--- src/rtl/seg_scan_reader_pkg.sv ---
// Shared types and constants for the scanned 7-segment display reader.
// Holds the hex glyph table, the segment bit order and the anode polarity helper.
package seg_scan_reader_pkg;
  localparam int SEG_A = 0;
  localparam int SEG_G = 6;
  localparam int DIG_N = 4;
  localparam int NIB_W = 4;

  typedef logic [SEG_G:SEG_A]  seg_t;
  typedef logic [NIB_W-1:0]    nib_t;
  typedef logic [DIG_N-1:0]    sel_t;

  // Index i holds the glyph for hex digit i, bit0=a .. bit6=g, 1 = lit
  localparam seg_t SEG_LUT [16] = '{
    7'b0111111, 7'b0000110, 7'b1011011, 7'b1001111,
    7'b1100110, 7'b1101101, 7'b1111101, 7'b0000111,
    7'b1111111, 7'b1101111, 7'b1110111, 7'b1111100,
    7'b0111001, 7'b1011110, 7'b1111001, 7'b1110001
  };

  // Normalise the anode bus to active-high digit selects
  function automatic sel_t an_to_sel(input sel_t an, input bit active_low);
    return active_low ? ~an : an;
  endfunction
endpackage

--- src/rtl/seg_scan_reader_if.sv ---
// Sample-side and result-side signals of the display reader.
interface seg_scan_reader_if;
  import seg_scan_reader_pkg::*;
  logic        sample_en;
  seg_t        seg;
  sel_t        an;
  logic [15:0] value;
  logic        frame_valid;
  sel_t        digit_err;
  logic [7:0]  bad_sel_cnt;

  modport master (output sample_en, seg, an,
                  input  value, frame_valid, digit_err, bad_sel_cnt);
  modport slave  (input  sample_en, seg, an,
                  output value, frame_valid, digit_err, bad_sel_cnt);
endinterface

--- src/rtl/seg_scan_reader_seg_to_hex.sv ---
// Combinational glyph decoder: segment pattern to nibble plus legality flag.
module seg_to_hex
  import seg_scan_reader_pkg::*;
(
  input  seg_t seg,
  output nib_t nib,
  output logic legal
);
  always_comb begin
    nib   = '0;
    legal = 1'b0;
    for (int i = 0; i < 16; i++) begin
      if (seg == SEG_LUT[i]) begin
        nib   = nib_t'(i);
        legal = 1'b1;
      end
    end
  end
endmodule

--- src/rtl/seg_scan_reader.sv ---
// Recovers a 4-digit hex value from a multiplexed 7-segment drive by debouncing
// each digit and publishing a frame once all four digits have committed.
module seg_scan_reader
  import seg_scan_reader_pkg::*;
#(
  parameter int STABLE_CNT    = 3,
  parameter bit AN_ACTIVE_LOW = 1'b1
) (
  input logic clk,
  input logic rst,
  seg_scan_reader_if.slave bus
);
  localparam logic [3:0] RUN_MAX = 4'(STABLE_CNT - 1);

  seg_t        last_pat [DIG_N];
  logic [3:0]  run_cnt  [DIG_N];
  sel_t        primed;
  logic [15:0] stage, value;
  sel_t        mask, err, mask_nxt;
  logic [7:0]  bad;
  logic        fv;

  sel_t        sel;
  logic        one_hot, hit, same, commit, publish, legal;
  logic [1:0]  dig;
  nib_t        nib;

  seg_to_hex u_dec (.seg(bus.seg), .nib(nib), .legal(legal));

  always_comb begin
    sel     = an_to_sel(bus.an, AN_ACTIVE_LOW);
    one_hot = (sel != '0) && ((sel & (sel - 4'd1)) == '0);
    dig     = '0;
    for (int i = 0; i < DIG_N; i++)
      if (sel[i]) dig = 2'(i);
    hit     = bus.sample_en && one_hot;
    // primed keeps the first sample after reset from matching the cleared pattern
    same    = primed[dig] && (bus.seg == last_pat[dig]);
    commit  = hit && same && (run_cnt[dig] == RUN_MAX - 4'd1);
    publish = (mask == 4'hF);
    mask_nxt = publish ? '0 : mask;
    if (commit && legal) mask_nxt[dig] = 1'b1;
  end

  always_ff @(posedge clk) begin
    if (rst) begin
      stage  <= '0;
      value  <= '0;
      mask   <= '0;
      err    <= '0;
      bad    <= '0;
      fv     <= 1'b0;
      primed <= '0;
      for (int i = 0; i < DIG_N; i++) begin
        last_pat[i] <= '0;
        run_cnt[i]  <= '0;
      end
    end else begin
      fv   <= publish;
      mask <= mask_nxt;
      // stage is read before this edge's commit lands, so a same-cycle commit waits a frame
      if (publish) value <= stage;
      if (bus.sample_en && !one_hot && bad != 8'hFF) bad <= bad + 8'd1;
      if (hit) begin
        if (same) begin
          if (run_cnt[dig] != RUN_MAX) run_cnt[dig] <= run_cnt[dig] + 4'd1;
        end else begin
          last_pat[dig] <= bus.seg;
          run_cnt[dig]  <= '0;
          primed[dig]   <= 1'b1;
        end
      end
      if (commit) begin
        err[dig] <= ~legal;
        if (legal) stage[{dig, 2'b00} +: 4] <= nib;
      end
    end
  end

  assign bus.value       = value;
  assign bus.frame_valid = fv;
  assign bus.digit_err   = err;
  assign bus.bad_sel_cnt = bad;
endmodule
--- src/flat_wrapper.sv ---
// flat-port wrapper written by rule: the top's interface ports become plain ports
module seg_scan_reader_flat import seg_scan_reader_pkg::*;
#(
  parameter int STABLE_CNT    = 3,
  parameter bit AN_ACTIVE_LOW = 1'b1
)
  (clk, rst, bus_sample_en, bus_seg, bus_an, bus_value, bus_frame_valid, bus_digit_err, bus_bad_sel_cnt);
  seg_scan_reader_if bus_i ();
  input logic clk;
  input logic rst;
  input wire logic [$bits(bus_i.sample_en)-1:0] bus_sample_en;
  input wire logic [$bits(bus_i.seg)-1:0] bus_seg;
  input wire logic [$bits(bus_i.an)-1:0] bus_an;
  output wire logic [$bits(bus_i.value)-1:0] bus_value;
  output wire logic [$bits(bus_i.frame_valid)-1:0] bus_frame_valid;
  output wire logic [$bits(bus_i.digit_err)-1:0] bus_digit_err;
  output wire logic [$bits(bus_i.bad_sel_cnt)-1:0] bus_bad_sel_cnt;
  assign bus_i.sample_en = bus_sample_en;
  assign bus_i.seg = bus_seg;
  assign bus_i.an = bus_an;
  assign bus_value = bus_i.value;
  assign bus_frame_valid = bus_i.frame_valid;
  assign bus_digit_err = bus_i.digit_err;
  assign bus_bad_sel_cnt = bus_i.bad_sel_cnt;
  seg_scan_reader #(.STABLE_CNT(STABLE_CNT), .AN_ACTIVE_LOW(AN_ACTIVE_LOW)) u_core (.clk(clk), .rst(rst), .bus(bus_i));
endmodule
--- config.mk ---
export PLATFORM = sky130hd
export DESIGN_NAME = seg_scan_reader_flat
export DESIGN_NICKNAME = d
export VERILOG_FILES = /design/src/rtl/seg_scan_reader_pkg.sv /design/src/rtl/seg_scan_reader_if.sv /design/src/rtl/seg_scan_reader_seg_to_hex.sv /design/src/rtl/seg_scan_reader.sv /design/src/flat_wrapper.sv
export SDC_FILE = /design/constraint.sdc
export NUM_CORES = 1
export LEC_CHECK = 0
export CORE_MARGIN = 5
export CORE_UTILIZATION = 45
export CTS_CLUSTER_SIZE = 40
export DETAILED_ROUTE_END_ITERATION = 8
export GPL_ROUTABILITY_DRIVEN = 0
export PLACE_DENSITY = 0.64
export SETUP_SLACK_MARGIN = 0.1
export SLEW_MARGIN = 40
export SYNTH_ARGS = -nofsm -noshare
export SYNTH_HDL_FRONTEND = slang
export SYNTH_SLANG_ARGS = --single-unit
--- constraint.sdc ---
create_clock -name clk -period 8.5 [get_ports clk]
set_input_delay 1.7 -clock clk [delete_from_list [all_inputs] [get_ports clk]]
set_output_delay 1.7 -clock clk [all_outputs]
set_load 0.02 [all_outputs]
==> results by group, run 1 <==
Run status
  • Status: completed

Synthesis
  • Synthesis warning total: 0
  • Commonest cells post-synth: nand2_1 (71), dfxtp_1 (53), edfxtp_1 (44), clkbuf_1 (29), a21oi_1 (28)
  • Synth top area cells: edfxtp_1 (26%), dfxtp_1 (21%), nand2_1 (5.3%)
  • Synth Cell Area: 0.005067 mm^2
  • Top cell type's share of synthesized area: 26.07%
  • Post-synth EDFFs: 44
  • XOR/XNOR Fraction of Synth Area: 3.630%
  • Seq/Total Area, Yosys: 47.01%
  • Mapped Avg Cell Area: 9.671 um^2
  • Area leader, netlist: edfxtp_1
  • Main synth FF type: dfxtp_1
  • Mux cell area share after synthesis: 2.963%
  • Syn_nets: 550
  • Largest family of logic cells by synthesized area: simple AND/OR/NAND/NOR gates
  • Post-synth cell types: 64
  • Post-synthesis simple-gate area fraction: 22.96%
  • Compound-Gate Fraction of Synth Area: 15.43%
  • Post-synthesis cell count: 524
  • Most frequent cell after synthesis: nand2_1
  • Synthesized flop and latch total: 97
  • Synth Area in Adders: 2.963%
  • Post-synth ARST share: 0%

Floorplanning
  • Core Box Area: 0.01094 mm^2
  • I/O Pins: 43
  • Die area: 0.01348 mm^2
  • Die height: 116.1 um
  • Initial cell density of the core: 46.34%
  • Die X: 116.1 um
  • Row count: 38

Setup path
  • Critical Path Sink Type: flop
  • Reg-to-Reg End: u_core.run_cnt[1][1]
  • Worst Reg-to-Reg Cells: 9
  • CP max FO: 23
  • Worst R2R Start: u_core.run_cnt[0][0]
  • WP data arrival: 4.98 ns
  • Critical Path RT: 8.48 ns
  • Flop2flop setup slack: 5.77 ns
  • CP Launch Type: input pin
  • Setup CP Type: input pin to flop

STA
  • Clk_skew: 0.006922 ns
  • Endpoints failing setup: 0
  • Worst Tran Pin Value: 0.8270 ns
  • Final Max Tran Viols: 0
  • RSZ-0062 raised after global routing: no
  • Fin Setup TNS: 0 ns
  • Fin Hold WS: 0.4548 ns
  • Slew margin rel.: 44.87%
  • Final Worst Setup Slack: 3.498 ns
  • Final hold vios: 0
  • Final min period: 5.002 ns
  • Final worst-path cycle share: 58.84%
  • Fmax: 199.9 MHz

Final layout
  • Fin nets: 562
  • Synth-to-layout area growth: 13.68%
  • Diodes inserted: 0
  • Fin cells: 681
  • Layout cells sized above 1: 6.100%

Clock tree
  • CTS tree: done
  • H-tree depth: 3
  • Clk_lat worst skew: 0.35 ns
  • Post-CTS Setup Inserts: 0
  • Hold buffer count at CTS: 0
  • Clock sink count: 97
  • Clk root buf: clkbuf_16
  • Clock slew at reported path FFs: 0.06 ns
  • CTS resizes: 0
  • CTS Buf Count: 9
  • CTS Buffer Depth: 2

Pwr
  • Pwr Density: 174.8 mW/mm^2
  • VDD IR max: 0.09128 mV
  • Leakage Power: 2.141 nW

Route
  • Drt pass-1 iters: 5
  • Mean number of vias per cell: 5.834
  • Initial DRC Count: 226
  • Antenna Nets Post-Route: 0
  • DR WL/cell: 17.28 um
  • Final Routed Wirelength: 11.77 mm
  • Drt drc: 0
  • Routed via count: 3973

Placement
  • DP Worst Slack: 3.010 ns
  • Final HPWL from detailed placement: 8.092 mm
  • Buffers on Ports: 42
  • Placed insts: 663

Global routing
  • Initial antenna violation count: 0
  • First-pass GRT wire length: 19.03 mm
  • Number of global-route vias before repair: 3768
  • Largest net degree at the start of global routing: 49
  • Total GRT Usage: 18.12%
  • Total gr overflow: 0

Job
  • # Max-Cap Violations: 0

Worst hold path
  • Hold Crit Depth: 2
  • Hold Path Class: flop to flop
  • Hold EP: u_core.bus.value[2]
  • Hold Startpoint: u_core.bus.value[2]
## routing by layer
metal	GRT usage, %	share of wire, %
met5	0	0
met4	6.574	2.3
met3	3.731	3.8
met2	28.23	46
met1	25.10	48
## worst max-delay path, cell delays in order
cell,delay (ns)
clkdlybuf4s50_1,0.96
nor2b_1,0.66
a221oi_1,0.19
o221ai_2,0.30
nor4_4,0.10
buf_4,0.21
and3_1,0.26
o31ai_1,0.58
## state kept, by name (all words and copies together), names as in the netlist
register and cells:
u_core.mask 4, u_core.run_cnt 16, u_core.stage 16, u_core.primed 4, u_core.bus.digit_err 4, u_core.last_pat 28, u_core.bus.value 16, u_core.bus.frame_valid 1
u_core.bus.bad_sel_cnt 8
## final cells by class
class	count	area, um^2
repair buffers	45	439.2
fillers	1010	5175
well taps	140	175.2
multi-input cells	371	2430
clock inverters	5	35.03
clock buffers	11	254.0
flip-flops and latches	97	2382
inverters	12	45.04
## power breakdown
group | total, W | leakage [nW] | switching [W] | internal (W)
Sequential | 0.000509 | 0.863 | 0.00000750 | 0.000501
Combinational | 0.000102 | 1.14 | 0.0000654 | 0.0000363
Clock | 0.000397 | 0.143 | 0.000179 | 0.000218
## worst max path at each step
stage | startpoint | endpoint | slack, ns | depth (start not counted)
finish | bus_an[3] | u_core.run_cnt[3][1] | 3.50 | 8
global placement | bus_an[1] | u_core.last_pat[1][0] | 3.19 | 8
floorplan | bus_an[1] | u_core.run_cnt[0][0] | 4.44 | 11
global route | bus_an[3] | u_core.run_cnt[3][0] | 3.21 | 8
CTS | bus_an[2] | u_core.run_cnt[1][0] | 3.38 | 7
detailed placement | bus_an[2] | u_core.run_cnt[1][0] | 3.01 | 7
## cell usage in the layout (no fill, tap or decap), types with 14 or more instances in the layout
| cell | synthesis | routed |
|---|---|---|
| mux2i_1 | 15 | 15 |
| and3_1 | 26 | 26 |
| nor2_1 | 23 | 23 |
| clkdlybuf4s50_1 | 0 | 40 |
| nand2b_1 | 14 | 14 |
| nand2_1 | 71 | 71 |
| dfxtp_1 | 53 | 53 |
| edfxtp_1 | 44 | 44 |
| a21oi_1 | 28 | 28 |
## metrics by stage
stage                     cell area (um^2)  total power (W)  utilization [%]
after CTS                             5742         0.001014            52.51
after global routing                  5761         0.001045            52.68
after global placement                5455        0.0006172            49.89
after detailed placement              5453        0.0006197            49.86
after floorplan                       5067        0.0005925                -
final                                 5761         0.001007            52.68
## kinds of logic after synthesis
kind of cell / Yosys count
compound gates: 108
simple gates: 215
xor+xnor: 21
mux: 15
flops: 97
fa+ha+maj: 12
buf+inv: 56
No activity file was read; power rests on OpenSTA's default activity.
==> inputs of run 2 (changes only) <==
Clock period 8.5 ns to 5 ns, I/O delays scaled along.
==> results by group, run 2 (synthesized netlist as in run 1, its figures left out) <==
Run status
  • Status: completed (unchanged)

Clock tree
  • Hold buffer count at CTS: 0 (unchanged)
  • CTS Buffer Depth: 2 (unchanged)
  • Post-CTS Setup Inserts: 0 (unchanged)
  • CTS Buf Count: 9 (unchanged)
  • CTS tree: done (unchanged)
  • Clock sink count: 97 (unchanged)
  • Clock slew at reported path FFs: 0.07 ns (was 0.06 ns)
  • Clk_lat worst skew: 0.35 ns (about the same)
  • H-tree depth: 3 (unchanged)
  • CTS resizes: 0 (unchanged)
  • Clk root buf: clkbuf_16 (unchanged)

Placement
  • DP Worst Slack: 0.5896 ns (was 3.010 ns)
  • Buffers on Ports: 42 (unchanged)
  • Placed insts: 674 (was 663)
  • Final HPWL from detailed placement: 8.181 mm (was 8.092 mm)

Route
  • Antenna Nets Post-Route: 0 (unchanged)
  • Drt pass-1 iters: 5 (unchanged)
  • Routed via count: 3978 (was 3973)
  • Initial DRC Count: 233 (was 226)
  • Drt drc: 0 (unchanged)
  • Mean number of vias per cell: 5.757 (was 5.834)
  • Final Routed Wirelength: 11.79 mm (was 11.77 mm)
  • DR WL/cell: 17.05 um (was 17.28 um)

STA
  • Fmax: 242.8 MHz
  • Final hold vios: 0 (unchanged)
  • Fin Setup TNS: 0 ns (unchanged)
  • Endpoints failing setup: 0 (unchanged)
  • Clk_skew: 0.007165 ns (was 0.006922 ns)
  • RSZ-0062 raised after global routing: no (unchanged)
  • Final Worst Setup Slack: 0.8815 ns (was 3.498 ns)
  • Final worst-path cycle share: 82.37%
  • Fin Hold WS: 0.4529 ns (was 0.4548 ns)
  • Worst Tran Pin Value: 0.7750 ns (was 0.8270 ns)
  • Final min period: 4.118 ns
  • Slew margin rel.: 48.17% (was 44.87%)
  • Final Max Tran Viols: 0 (unchanged)

Floorplanning
  • Die area: 0.01348 mm^2 (unchanged)
  • Row count: 38 (unchanged)
  • I/O Pins: 43 (unchanged)
  • Initial cell density of the core: 46.34% (unchanged)
  • Die height: 116.1 um (unchanged)
  • Die X: 116.1 um (unchanged)
  • Core Box Area: 0.01094 mm^2 (unchanged)

Setup path
  • CP max FO: 13 (was 23)
  • Flop2flop setup slack: 2.28 ns (was 5.77 ns)
  • Critical Path Sink Type: flop (unchanged)
  • Worst R2R Start: u_core.run_cnt[0][0] (unchanged)
  • Max incr delay on CP: 0.97 ns (was 0.96 ns)
  • WP data arrival: 4.28 ns (was 4.98 ns)
  • Reg-to-Reg End: u_core.run_cnt[1][1] (unchanged)
  • Setup CP Type: input pin to flop (unchanged)
  • Critical Path RT: 5.16 ns (was 8.48 ns)
  • Largest delay share family, worst path: simple AND/OR/NAND/NOR gates (was buffers and inverters)
  • CP Cell Sequence: clkdlybuf4s50_1 -> mux2i_1 -> a211o_1 -> nand2_1 -> inv_1 -> ha_1 -> nor4b_1 -> or3_1 -> nand3b_1 -> nor4_1 (was clkdlybuf4s50_1 -> nor2b_1 -> a221oi_1 -> o221ai_2 -> nor4_4 -> buf_4 -> and3_1 -> o31ai_1)
  • Worst Reg-to-Reg Cells: 9 (unchanged)
  • CP Launch Type: input pin (unchanged)
  • CP max stage cell: clkdlybuf4s50_1 (unchanged)
  • WP buf/inv: 2 (unchanged)

Worst hold path
  • Hold EP: u_core.bus.value[6] (was u_core.bus.value[2])
  • Hold Path Class: flop to flop (unchanged)
  • Hold Crit Depth: 2 (unchanged)
  • Hold Startpoint: u_core.bus.value[6] (was u_core.bus.value[2])

Global routing
  • Initial antenna violation count: 0 (unchanged)
  • First-pass GRT wire length: 19.28 mm (was 19.03 mm)
  • Largest net degree at the start of global routing: 49 (unchanged)
  • Number of global-route vias before repair: 3861 (was 3768)
  • Total gr overflow: 0 (unchanged)
  • Total GRT Usage: 18.22% (was 18.12%)

Final layout
  • Fin nets: 572 (was 562)
  • Most frequent cells in the layout: nand2_1 (71), dfxtp_1 (53), edfxtp_1 (44), clkdlybuf4s50_1 (41), a21oi_1 (27) (was nand2_1 (71), dfxtp_1 (53), edfxtp_1 (44), clkdlybuf4s50_1 (40), a21oi_1 (28))
  • Commonest non-fill, non-tap cell in the layout: nand2_1 (unchanged)
  • Diodes inserted: 0 (unchanged)
  • Synth-to-layout area growth: 15.26% (was 13.68%)
  • Fin cells: 691 (was 681)
  • Max reg flops: 28 (unchanged)
  • Layout cells sized above 1: 7.985% (was 6.100%)
  • Largest Register: u_core.last_pat (unchanged)

Pwr
  • Pwr Total: 0.001727 W (was 0.001007 W)
  • Pwr Density: 295.7 mW/mm^2 (was 174.8 mW/mm^2)
  • VDD IR max: 0.1889 mV (was 0.09128 mV)
  • Leakage Power: 2.193 nW (was 2.141 nW)

Job
  • # Max-Cap Violations: 0 (unchanged)
[run 2: worst reg2reg max path, stage by stage, from the launching register on]
cell and delay, ns:
edfxtp_1 0.34, mux2i_1 0.08, a211o_1 0.35, nand2_1 0.22
inv_1 0.08, ha_1 0.19, nor4b_1 0.14, or3_1 0.32
nand3b_1 0.43, nor4_1 0.39
[run 2: power breakdown]
part,switching (W),internal (W),total [W],leakage [nW]
clock network,0.000314,0.000369,0.000683,0.148
registers,0.0000116,0.000852,0.000863,0.863
logic,0.000113,0.0000676,0.000181,1.18
[run 2: layer usage]
layer | up-vias | wire length [um] | track usage [%]
li1 | 1958 | - | -
met1 | 1919 | 5398 | 24.15
met2 | 81 | 5597 | 30.03
met3 | 20 | 579 | 3.264
met4 | 0 | 210 | 6.574
met5 | - | 0 | 0
[run 2: stage by stage]
step | utilization (%) | instance area, um^2
2_1_floorplan | - | 5067
3_3_place_gp | 50.64 | 5538
3_5_place_dp | 50.70 | 5544
4_1_cts | 53.34 | 5833
5_1_grt | 53.41 | 5841
6_report | 53.41 | 5841
[run 2: worst max path at each step]
| stage | cells after the start | start | end | slack [ns] |
|---|---|---|---|---|
| 2_1_floorplan | 11 | bus_an[1] | u_core.run_cnt[0][0] | 1.64 |
| 4_1_cts | 10 | bus_an[1] | u_core.run_cnt[1][2] | 0.95 |
| 6_report | 10 | bus_an[1] | u_core.run_cnt[1][1] | 0.88 |
| 3_3_place_gp | 10 | bus_an[1] | u_core.run_cnt[1][0] | 0.70 |
| 5_1_grt | 10 | bus_an[1] | u_core.run_cnt[1][2] | 0.67 |
| 3_5_place_dp | 10 | bus_an[1] | u_core.run_cnt[1][1] | 0.59 |
[run 2: final cells by class]
cell class | instances | area (um^2)
flip-flops and latches | 97 | 2382
multi-input cells | 371 | 2434
clock buffers | 11 | 252.7
inverters | 12 | 45.04
repair buffers | 55 | 515.5
clock inverters | 5 | 36.28
well taps | 140 | 175.2
fillers | 1020 | 5095
==> inputs of run 3 (changes only) <==
Settings changed: PLACE_DENSITY 0.64 to 0.66.
Clock period 5 ns to 3.4 ns, I/O delays scaled along.
==> results by group, run 3 (synthesized netlist as in run 1, its figures left out) <==
Global routing
  • Largest net degree at the start of global routing: 42 (was 49)
  • First-pass GRT wire length: 19.84 mm (was 19.28 mm)
  • Initial antenna violation count: 0 (unchanged)
  • Total gr overflow: 0 (unchanged)
  • Number of global-route vias before repair: 3999 (was 3861)
  • Total GRT Usage: 18.69% (was 18.22%)

Job
  • # Max-Cap Violations: 0 (unchanged)

Pwr
  • VDD IR max: 0.2855 mV (was 0.1889 mV)
  • Leakage Power: 2.425 nW (was 2.193 nW)
  • Pwr Density: 426.9 mW/mm^2 (was 295.7 mW/mm^2)
  • Pwr Total: 0.002661 W (was 0.001727 W)

Clock tree
  • CTS Buf Count: 9 (unchanged)
  • CTS Buffer Depth: 2 (unchanged)
  • Clock slew at reported path FFs: 0.07 ns (about the same)
  • Clk root buf: clkbuf_16 (unchanged)
  • Clk_lat worst skew: 0.34 ns (was 0.35 ns)
  • H-tree depth: 3 (unchanged)
  • CTS tree: done (unchanged)
  • Hold buffer count at CTS: 0 (unchanged)
  • Clock sink count: 97 (unchanged)

Final layout
  • Layout cells sized above 1: 14.17% (was 7.985%)
  • Max reg flops: 28 (unchanged)
  • Commonest non-fill, non-tap cell in the layout: nand2_1 (unchanged)
  • Register area: 0.002382 mm^2 (unchanged)
  • Fin util: 57.01% (was 53.41%)
  • Multi-input logic area: 0.002430 mm^2 (was 0.002434 mm^2)
  • Fill count: 952 (was 1020)
  • Diodes inserted: 0 (unchanged)
  • Largest Register: u_core.last_pat (unchanged)
  • Most frequent cells in the layout: nand2_1 (71), dfxtp_1 (53), buf_4 (51), edfxtp_1 (44), clkdlybuf4s50_1 (41) (was nand2_1 (71), dfxtp_1 (53), edfxtp_1 (44), clkdlybuf4s50_1 (41), a21oi_1 (27))
  • Fin nets: 614 (was 572)
  • Synth-to-layout area growth: 23.04% (was 15.26%)

STA
  • Final min period: 3.202 ns
  • Clk_skew: 0.009267 ns (was 0.007165 ns)
  • RSZ-0062 raised after global routing: no (unchanged)
  • Fin Hold WS: 0.4521 ns (was 0.4529 ns)
  • Slew margin rel.: 52.23% (was 48.17%)
  • Fin Setup TNS: 0 ns (unchanged)
  • Fmax: 312.3 MHz
  • Final hold vios: 0 (unchanged)
  • Worst Tran Pin Value: 0.7158 ns (was 0.7750 ns)
  • Endpoints failing setup: 0 (unchanged)
  • Final worst-path cycle share: 94.19%
  • Final Max Tran Viols: 0 (unchanged)

Route
  • Wire length on met2: 5.546 mm (was 5.597 mm)
  • Uppermost routed layer: met4 (unchanged)
  • Drt drc: 0 (unchanged)
  • Met3 WL: 574 um (was 579 um)
  • DR WL/cell: 16.47 um (was 17.05 um)
  • Mean number of vias per cell: 5.600 (was 5.757)
  • Routed via count: 4105 (was 3978)
  • Antenna Nets Post-Route: 0 (unchanged)
  • Final Routed Wirelength: 12.07 mm (was 11.79 mm)
  • Initial DRC Count: 223 (was 233)
  • Drt pass-1 iters: 5 (unchanged)
  • WL met1: 5.624 mm (was 5.398 mm)

Setup path
  • Worst R2R Start: u_core.last_pat[2][6] (was u_core.run_cnt[0][0])
  • Critical path origin: bus_an[2] (was bus_an[1])
  • Critical Path RT: 3.55 ns (was 5.16 ns)
  • Critical Path Sink Type: flop (unchanged)
  • CP max stage cell: clkdlybuf4s50_1 (unchanged)
  • WP data arrival: 3.35 ns (was 4.28 ns)
  • Setup CP Type: input pin to flop (unchanged)
  • Largest delay share family, worst path: buffers and inverters (was simple AND/OR/NAND/NOR gates)
  • WP buf/inv: 4 (was 2)
  • CP Cell Sequence: clkdlybuf4s50_1 -> buf_4 -> buf_4 -> and3b_1 -> a21o_1 -> o211ai_1 -> or3_1 -> nand3b_1 -> buf_4 -> nor4_1 (was clkdlybuf4s50_1 -> mux2i_1 -> a211o_1 -> nand2_1 -> inv_1 -> ha_1 -> nor4b_1 -> or3_1 -> nand3b_1 -> nor4_1)
  • Max incr delay on CP: 0.62 ns (was 0.97 ns)
  • CP max FO: 10 (was 13)
  • Most used cell along the critical path: buf_4
  • CP Launch Type: input pin (unchanged)

Worst hold path
  • Hold Path Class: flop to flop (unchanged)
  • Hold Startpoint: u_core.stage[3] (was u_core.bus.value[6])

Floorplanning
  • Die area: 0.01348 mm^2 (unchanged)
  • Initial cell density of the core: 46.34% (unchanged)
  • Row count: 38 (unchanged)
  • I/O Pins: 43 (unchanged)
  • Die X: 116.1 um (unchanged)
  • Die height: 116.1 um (unchanged)
  • Core Box Area: 0.01094 mm^2 (unchanged)

Placement
  • Buffers on Ports: 42 (unchanged)
  • Final HPWL from detailed placement: 8.782 mm (was 8.181 mm)

Run status
  • Status: completed (unchanged)
run 3: power by group:
group | switching (W) | internal [W] | leakage, nW
sequential | 0.0000173 | 0.00125 | 0.863
clock | 0.000439 | 0.000641 | 0.159
combinational | 0.000176 | 0.000136 | 1.40
run 3: through the flow:
stage / instances / instance area, um^2 / setup WS (ns)
after floorplan: 524 / 5067 / 0.3604
after global routing: 733 / 6235 / 0.1017
after global placement: 715 / 5896 / -0.04623
final: 733 / 6235 / 0.1976
after detailed placement: 715 / 5896 / -0.07359
after CTS: 731 / 6220 / 0.2313
run 3: path summary, 6_finish.rpt:
| check | cells past startpoint | end | slack (ns) |
|---|---|---|---|
| setup / recovery | 10 | u_core.run_cnt[1][1] | 0.20 |
| hold / removal | 2 | u_core.bus.value[3] | 0.45 |
| hold reg to reg | 2 | u_core.bus.value[3] | 0.45 |
| setup reg to reg | 6 | u_core.run_cnt[1][1] | 0.91 |
run 3: layer usage:
| metal | up-vias | track usage (%) |
|---|---|---|
| met5 | - | 0 |
| li1 | 2042 | - |
| met1 | 1934 | 25.54 |
| met2 | 107 | 29.08 |
| met4 | 0 | 8.198 |
| met3 | 22 | 3.472 |
run 3: worst register-to-register path, stage by stage, from the launching register on:
cell and delay [ns]:
edfxtp_1 0.40, xnor2_1 0.16, a41oi_1 0.15, or4_4 0.54
nor4_4 0.33, and3_1 0.34, o21ai_0 0.24
run 3: area by class of cell:
class | instances | share of cell area [%]
Inverter | 12 | 0.7225
Clock inverter | 4 | 0.9031
Tap cell | 140 | 2.810
Sequential cell | 97 | 38.21
Timing Repair Buffer | 97 | 14.09
Multi-Input combinational cell | 371 | 38.97
Clock buffer | 12 | 4.295
run 3: repair_timing:
action	CTS	global route
resized for setup	0	0
endpoints found under the hold margin	0	0
setup buffers	0	1
endpoints found under the setup margin	0	2
